===== config.mk =====
export PLATFORM = sky130hd
export DESIGN_NAME = mac_filter_arbiter
export DESIGN_NICKNAME = d
export VERILOG_FILES = /design/src/rtl/mac_filter_arbiter.sv
export SDC_FILE = /design/constraint.sdc
export NUM_CORES = 1
export LEC_CHECK = 0
export BUFFER_PORTS_ARGS = -buffer_cell sky130_fd_sc_hd__clkbuf_2
export CAP_MARGIN = 20
export CORE_MARGIN = 3
export CORE_UTILIZATION = 44
export DETAILED_ROUTE_END_ITERATION = 16
export PLACE_DENSITY = 0.89
export SYNTH_ARGS = -nofsm -noshare
export SYNTH_HDL_FRONTEND = slang
export SYNTH_SLANG_ARGS = --single-unit

===== constraint.sdc =====
create_clock -name clk -period 3 [get_ports clk]
set_clock_uncertainty 0.1 [all_clocks]
set_input_delay 0.15 -clock clk [delete_from_list [all_inputs] [get_ports clk]]
set_output_delay 0.15 -clock clk [all_outputs]
set_load 0.02 [all_outputs]

===== src/rtl/mac_filter_arbiter.sv =====
// Packet-granular round-robin arbiter feeding one mac_filter from NUM_PORTS
// AXI-Stream ingress ports; tags beats with source port, counts packets per port.
module mac_filter_arbiter #(
   parameter int DATA_W    = 32,
   parameter int NUM_PORTS = 2,
   parameter int SRC_W     = $clog2(NUM_PORTS),
   parameter int CNT_W     = 16
) (
   input  logic                          clk,
   input  logic                          rst,
   input  logic [NUM_PORTS-1:0]          s_tvalid,
   output logic [NUM_PORTS-1:0]          s_tready,
   input  logic [NUM_PORTS*DATA_W-1:0]   s_tdata,
   input  logic [NUM_PORTS-1:0]          s_tlast,
   output logic                          m_tvalid,
   input  logic                          m_tready,
   output logic [DATA_W-1:0]             m_tdata,
   output logic                          m_tlast,
   output logic [SRC_W-1:0]              m_tsrc,
   output logic                          busy,
   output logic [NUM_PORTS*CNT_W-1:0]    pkt_cnt
);

   localparam int              IW        = SRC_W + 1;
   localparam logic [IW-1:0]   NP        = IW'(NUM_PORTS);
   localparam logic [IW-1:0]   IDX_ONE   = IW'(1);
   localparam logic [SRC_W-1:0] LAST_PORT = SRC_W'(NUM_PORTS - 1);
   localparam logic [CNT_W-1:0] CNT_ONE  = CNT_W'(1);

   typedef enum logic {IDLE, PASS} state_e;

   state_e                           state_q, state_d;
   logic [SRC_W-1:0]                 grant_q, grant_d;
   logic [SRC_W-1:0]                 last_grant_q, last_grant_d;
   logic [NUM_PORTS-1:0][CNT_W-1:0]  cnt_q, cnt_d;
   logic [NUM_PORTS-1:0][DATA_W-1:0] data_a;

   logic [2*NUM_PORTS-1:0]           req_dbl;
   logic [NUM_PORTS-1:0]             req_rot;
   logic [IW-1:0]                    start, off, sum;
   logic [SRC_W-1:0]                 pick;
   logic                             pick_vld;

   assign data_a  = s_tdata;
   assign pkt_cnt = cnt_q;

   // Rotate requests so bit 0 is the port just after last_grant; the lowest
   // set bit of the rotated vector is then the round-robin winner.
   always_comb begin
      start    = (last_grant_q == LAST_PORT) ? '0 : ({1'b0, last_grant_q} + IDX_ONE);
      req_dbl  = {s_tvalid, s_tvalid};
      req_rot  = req_dbl[start +: NUM_PORTS];
      pick_vld = |s_tvalid;
      off      = '0;
      for (int k = NUM_PORTS - 1; k >= 0; k--) begin
         if (req_rot[k]) off = IW'(k);
      end
      sum  = start + off;
      pick = (sum >= NP) ? SRC_W'(sum - NP) : SRC_W'(sum);
   end

   always_comb begin
      state_d      = state_q;
      grant_d      = grant_q;
      last_grant_d = last_grant_q;
      cnt_d        = cnt_q;
      s_tready     = '0;
      m_tvalid     = 1'b0;
      m_tdata      = '0;
      m_tlast      = 1'b0;
      m_tsrc       = '0;
      busy         = 1'b0;
      case (state_q)
         IDLE: begin
            if (pick_vld) begin
               grant_d = pick;
               state_d = PASS;
            end
         end
         PASS: begin
            busy              = 1'b1;
            m_tvalid          = s_tvalid[grant_q];
            m_tdata           = data_a[grant_q];
            m_tlast           = s_tlast[grant_q];
            m_tsrc            = grant_q;
            s_tready[grant_q] = m_tready;
            if (s_tvalid[grant_q] && m_tready && s_tlast[grant_q]) begin
               last_grant_d   = grant_q;
               cnt_d[grant_q] = cnt_q[grant_q] + CNT_ONE;
               state_d        = IDLE;
            end
         end
         default: state_d = IDLE;
      endcase
   end

   always_ff @(posedge clk or posedge rst) begin
      if (rst) begin
         state_q      <= IDLE;
         grant_q      <= '0;
         last_grant_q <= LAST_PORT;
         cnt_q        <= '0;
      end else begin
         state_q      <= state_d;
         grant_q      <= grant_d;
         last_grant_q <= last_grant_d;
         cnt_q        <= cnt_d;
      end
   end

endmodule


* After elaboration in Yosys (flattened, before gate mapping)
Cells that the tools add are included.
Widths: inputs -> output; s select.
** Operators by class
- Reductions and logical operators :: 6
- Muxes and demuxes :: 26
- Shift operators :: 1
- Bitwise gates (word level) :: 2
- $add $sub $neg :: 4
- $lt $le $gt $ge :: 3
** Operators with widths (count)
- $mux 32 :: 3
- $mux 16 :: 3
- $bwmux 32 :: 1
- $add 16x1->16 const B :: 1
- $demux 16 s1 :: 1
- $mux 1 :: 14
- $mux 2 :: 2
- $reduce_and 2->1 :: 2
- $shiftx 4x3->2 :: 1
- $logic_and 1x1->1 :: 3
- $add 1x1->2 const B :: 1
- $add 2x1->2 :: 1
- $and 2x2->2 :: 1
- $ge 2x2->1 const B :: 1
- $lt 1x2->1 const B :: 1
- $pmux 1 s2 :: 1
- $reduce_or 2->1 :: 1
- $demux 1 s1 :: 1
- $ge 1x1->1 const B :: 1
- $not 1->1 :: 1
- $sub 1x1->1 const B :: 1
** Word-level totals
- Output and inout port bits :: 70
- Flip-flop bits (word level) :: 35
- Logic and storage cells :: 47

* Logic depth before layout (Yosys ltp)
- Depth in word-level cells :: 8
- Gate-level depth with buffers :: 10
- Mapped depth without buffers :: 6

* Least setup slack after synthesis
Ideal clock, no wire load.
- Kind :: register to register
- Start :: register grant_q
- End :: register cnt_q, in the netlist pkt_cnt[12]
- Cell stages (with the launch flop) :: 11
- Buffers on the path :: 4
- Slack :: 0.538 ns
- Library setup time :: 0.130 ns
- Data required time :: 2.770 ns
- Period minus slack after synthesis :: 2.462 ns
- Arrival time :: 2.232 ns
- Cells stage by stage :: dfrtp_1 -> buf_2 -> buf_2 -> buf_4 -> mux2_1 -> ha_1 -> nand4_1 -> a222oi_1 -> buf_2 -> nand3_1 -> xnor2_1
** Between the ends
- Longest elaborated chain between the ends :: 5
- Elaborated cells between the ends (all ways) :: 16
- Those cells by class :: add/sub: 1; order compare: 2; mux: 9; reduce/logical: 4
** RTL lines
- from (decl) :: line 33 : logic [SRC_W-1:0] grant_q, grant_d;
- from (signal assigned) :: line 105 : grant_q <= grant_d;
- branches (longest 5 deep; another with $add 16x1->16)
- to (signal assigned) :: line 107 : cnt_q <= cnt_d;
- to (decl) :: line 35 : logic [NUM_PORTS-1:0][CNT_W-1:0] cnt_q, cnt_d;
Parallel ways; which one is timed is not known. The select of a mux whose other input is x is not followed.
A chain may end at the register's enable or synchronous reset.

* Worst setup path after layout
- Start :: register grant_q
- End :: output m_tdata[17]
** Between the ends
- Longest elaborated chain between the ends :: 3
** RTL lines
- $mux 32 (not written as such) (2 in a row) :: line 83 : m_tdata = data_a[grant_q];
- $mux 32 :: line 73 : case (state_q)
- to (decl) :: line 17 : output logic [DATA_W-1:0] m_tdata,
No other way between the ends. The select of a mux whose other input is x is not followed.

==> impl_results.rst <==
.. list-table::
   :header-rows: 1

   * - Metric
     - Value
   * - Global-route wire length before repair
     - 11,500 um
   * - Pwr Density
     - 698 mW/mm^2
   * - Critical path cell sequence
     - buf_4 > buf_4 > mux2i_1 > nor2_1 > clkbuf_2
   * - Highest cell delay on the worst timing path
     - 0.44 ns
   * - End-of-flow core utilization
     - 0.651
   * - Cell row count
     - 25
   * - Mean routed wirelength per cell
     - 15.4 um
   * - Crit share post-route
     - 0.783
   * - Most common library cell in the layout ignoring fill and taps
     - sky130_fd_sc_hd__clkbuf_2
   * - Max-Slew Margin vs Limit
     - 0.406
   * - Launch point of the worst reg-to-reg path
     - grant_q
   * - Worst vdd ir
     - 0.000447 V
   * - Worst Tran Pin Value
     - 0.886 ns
   * - Post-detail-place hpwl
     - 5560 um
   * - Count of filler cells inserted in the layout
     - 401
   * - Number of global-route vias before repair
     - 2,378
   * - Detail-routed via count per cell
     - 5.24
   * - Number of port buffers
     - 140
   * - Share of the yosys chip area belonging to registers
     - 0.380
   * - Final Max Tran Viols
     - 0
   * - DRC violations left
     - 0
   * - Yosys warns
     - 0
   * - Width of the die
     - 78.4 um
   * - Outcome
     - finished, final reports clean
   * - Pre-antenna DRT Iters
     - 4
   * - Setup slack, reg-to-reg
     - 0.85 ns
   * - Maximum root-to-sink buffer count
     - 2
   * - Initial standard-cell utilization of the core
     - 0.473
   * - Fmax achieved
     - 425 MHz
   * - Library cells used by synthesis
     - 37
   * - Global-route usage over all layers
     - 0.236
   * - Number of buffers and inverters on the critical path
     - 3
   * - Largest net degree at the start of global routing
     - 46
   * - Hold path start
     - s_tvalid[0]
   * - Critical path's most frequent cell
     - sky130_fd_sc_hd__buf_4
   * - Total design power
     - 0.00222 W
   * - Clock latency reported for the late side of the worst-skew pair
     - 0.30 ns
   * - Avg Inst Size Synth
     - 9.23 um^2
   * - Non-filler cells in the finished layout
     - 458
   * - Leading cell types by total area after synthesis
     - sky130_fd_sc_hd__dfrtp_1 37%, sky130_fd_sc_hd__mux2i_1 15%, sky130_fd_sc_hd__xnor2_1 9.1%, sky130_fd_sc_hd__nor2_1 6.2%, sky130_fd_sc_hd__nand3_1 4.6%
   * - Sink of the worst hold path
     - state_q
   * - Cell accounting for the most synthesized area
     - sky130_fd_sc_hd__dfrtp_1
   * - Via count
     - 2,400
   * - Core ar.
     - 0.00488 mm^2
   * - ANT nets after route
     - 0
   * - Cell count after placement
     - 449
   * - Critical Path RT
     - 2.75 ns
   * - Fraction of final layout cells sized beyond drive strength 1
     - 0.407
   * - Shortest period the worst path allows
     - 2.35 ns
   * - Global route total overflow
     - 0
   * - Count of pins on the block boundary
     - 141
   * - Final weighted congestion in routability-driven placement
     - 0.856
   * - Cell type group with the largest total delay on the critical path
     - buffers and inverters
   * - Count of state elements after synthesis
     - 35
   * - End of the worst register-to-register path
     - pkt_cnt[25]
   * - RSZ-0062 raised after global routing
     - false
   * - Synthesis-to-finish area growth
     - 37.7%
   * - Final setup fails
     - 0
   * - Net count of the finished layout
     - 462
   * - CTS sink count
     - 35
   * - CP max FO
     - 45
   * - Static leakage
     - 1.71 nW
   * - Master cell of the clock root buffer
     - sky130_fd_sc_hd__clkbuf_8
   * - CTS tree
     - built
   * - Hold path depth
     - 3
   * - Slowest stage cell, crit path
     - sky130_fd_sc_hd__buf_4
   * - Max Cap Viol
     - 0
   * - Routed Wire Length
     - 7060 um
   * - Data arrival time of the critical path
     - 2.10 ns
   * - Clock buffer count from CTS
     - 5
   * - Full die area
     - 0.00615 mm^2
   * - Antenna cell count
     - 0
   * - Min-Delay Path Class
     - in -> reg
   * - Startpoint type of the worst setup path
     - register
   * - Die height
     - 78.4 um
   * - Reg2reg path depth
     - 6
   * - Number of design-rule violations left by the first detailed-router iteration
     - 225
   * - Post-synth design cell area
     - 0.00231 mm^2
   * - Capturing element type of the critical path
     - output port
   * - Number of nets produced by synthesis
     - 322
   * - Most frequent cells in the layout
     - 140 x sky130_fd_sc_hd__clkbuf_2, 38 x sky130_fd_sc_hd__nor2_1, 35 x sky130_fd_sc_hd__mux2i_1
   * - Register clock-pin slew on the reported worst setup and hold paths
     - 0.07 ns
   * - CTS-repair resized insts
     - 0
   * - Hold violation total from the final report
     - 0
   * - Final TNS setup
     - 0 ns
   * - H-tree Lvls
     - 2
   * - Initial antenna violation count
     - 0
   * - Mapped Cells
     - 250
   * - Path type of the worst setup path
     - reg -> out
   * - Area share of the largest cell type after synthesis
     - 0.369
## worst max-delay path by stage
stage                  from          end  slack [ns]  cells past startpoint
floorplan           grant_q  pkt_cnt[12]        0.54                     10
global placement    grant_q  pkt_cnt[31]        0.95                      5
detailed placement  grant_q  pkt_cnt[12]        0.87                      6
CTS                 grant_q  m_tdata[17]        0.67                      5
global route        state_q   m_tdata[6]        0.44                      3
finish              grant_q  m_tdata[17]        0.65                      5
## logic make-up (layout without fill, tap and decap cells)
| group | after synthesis | count (layout) | share of synthesized area |
|---|---|---|---|
| XOR/XNOR | 26 | 26 | 0.0986 |
| AO/OA/AOI/OAI | 22 | 22 | 0.0683 |
| AND/OR/NAND/NOR | 112 | 112 | 0.243 |
| adder cells (fa/ha/maj) | 1 | 1 | 0.00542 |
| buffers and inverters | 16 | 157 | 0.0379 |
| multiplexers | 38 | 38 | 0.166 |
| flip-flops | 35 | 35 | 0.380 |
## sequential cells by signal, indices dropped and copies added (netlist names)
signal,cells
last_grant_q,1
grant_q,1
state_q,1
pkt_cnt,32
## power by group
group | internal [W] | switching [W]
sequential | 0.000534 | 0.0000672
clock | 0.000247 | 0.000178
combinational | 0.000455 | 0.000737
total | 0.00124 | 0.000982
## layout make-up
class                   instances  area [um^2]  area share
multi-input cells             199         1340       0.423
flip-flops and latches         35          878       0.276
repair buffers                146          748       0.235
well taps                      67         83.8      0.0264
clock buffers                   5         68.8      0.0217
clock inverters                 3         43.8      0.0138
inverters                       3         11.3     0.00354
## cells in the mapped netlist
library cell	instances
sky130_fd_sc_hd__dfrtp_1	34
sky130_fd_sc_hd__a22oi_1	4
sky130_fd_sc_hd__clkbuf_1	4
sky130_fd_sc_hd__and4b_1	1
sky130_fd_sc_hd__nor2b_1	1
sky130_fd_sc_hd__ha_1	1
sky130_fd_sc_hd__nand3b_1	6
sky130_fd_sc_hd__buf_4	4
sky130_fd_sc_hd__or2_1	1
sky130_fd_sc_hd__inv_1	2
sky130_fd_sc_hd__a211oi_1	4
sky130_fd_sc_hd__mux2i_1	35
sky130_fd_sc_hd__nor2_1	38
sky130_fd_sc_hd__and2_1	3
sky130_fd_sc_hd__mux2_1	3
sky130_fd_sc_hd__buf_2	4
sky130_fd_sc_hd__nand4_1	7
sky130_fd_sc_hd__nand3b_4	2
sky130_fd_sc_hd__a32o_1	1
sky130_fd_sc_hd__and3_1	1
sky130_fd_sc_hd__nor3_1	1
sky130_fd_sc_hd__o21ai_1	5
sky130_fd_sc_hd__nand4b_1	2
sky130_fd_sc_hd__nand2_1	25
sky130_fd_sc_hd__buf_6	1
sky130_fd_sc_hd__and4_1	1
sky130_fd_sc_hd__o31ai_1	2
sky130_fd_sc_hd__a22o_1	2
sky130_fd_sc_hd__xor2_1	2
sky130_fd_sc_hd__nand3_1	21
sky130_fd_sc_hd__a21oi_1	1
sky130_fd_sc_hd__o21ai_0	1
sky130_fd_sc_hd__dfstp_2	1
sky130_fd_sc_hd__a222oi_1	2
sky130_fd_sc_hd__xnor2_1	24
sky130_fd_sc_hd__nor2_2	2
sky130_fd_sc_hd__clkinv_1	1
## through the flow
stage | area (um^2) | hold WS [ns] | setup WS, ns
after floorplan | 2310 | 0.184 | 0.538
after global placement | 3060 | 0.143 | 0.953
after detailed placement | 3060 | 0.151 | 0.872
after CTS | 3180 | 0.0592 | 0.673
after global routing | 3180 | 0.0736 | 0.442
final | 3180 | 0.0659 | 0.650
## worst register-to-register path: stages, from the launching register on
cell                       delay [ns]
sky130_fd_sc_hd__dfrtp_2         0.39
sky130_fd_sc_hd__buf_4           0.43
sky130_fd_sc_hd__nand4_1         0.27
sky130_fd_sc_hd__a222oi_1        0.32
sky130_fd_sc_hd__buf_4           0.24
sky130_fd_sc_hd__nand3_1         0.12
sky130_fd_sc_hd__xnor2_1         0.17
## routing by layer
| layer | share of wire | GRT usage | wire (um) |
|---|---|---|---|
| met5 | 0 | 0 | 0 |
| met4 | 0.023 | 0.0857 | 165 |
| met3 | 0.074 | 0.0528 | 524 |
| met2 | 0.53 | 0.412 | 3720 |
| met1 | 0.38 | 0.286 | 2650 |
## repair_timing
action | in CTS | in global routing
endpoints found under the hold margin | 34 | 0
buffers inserted | 0 | 0
hold buffers | 1 | 0
Note: power is estimated with default switching activity, not from simulation.
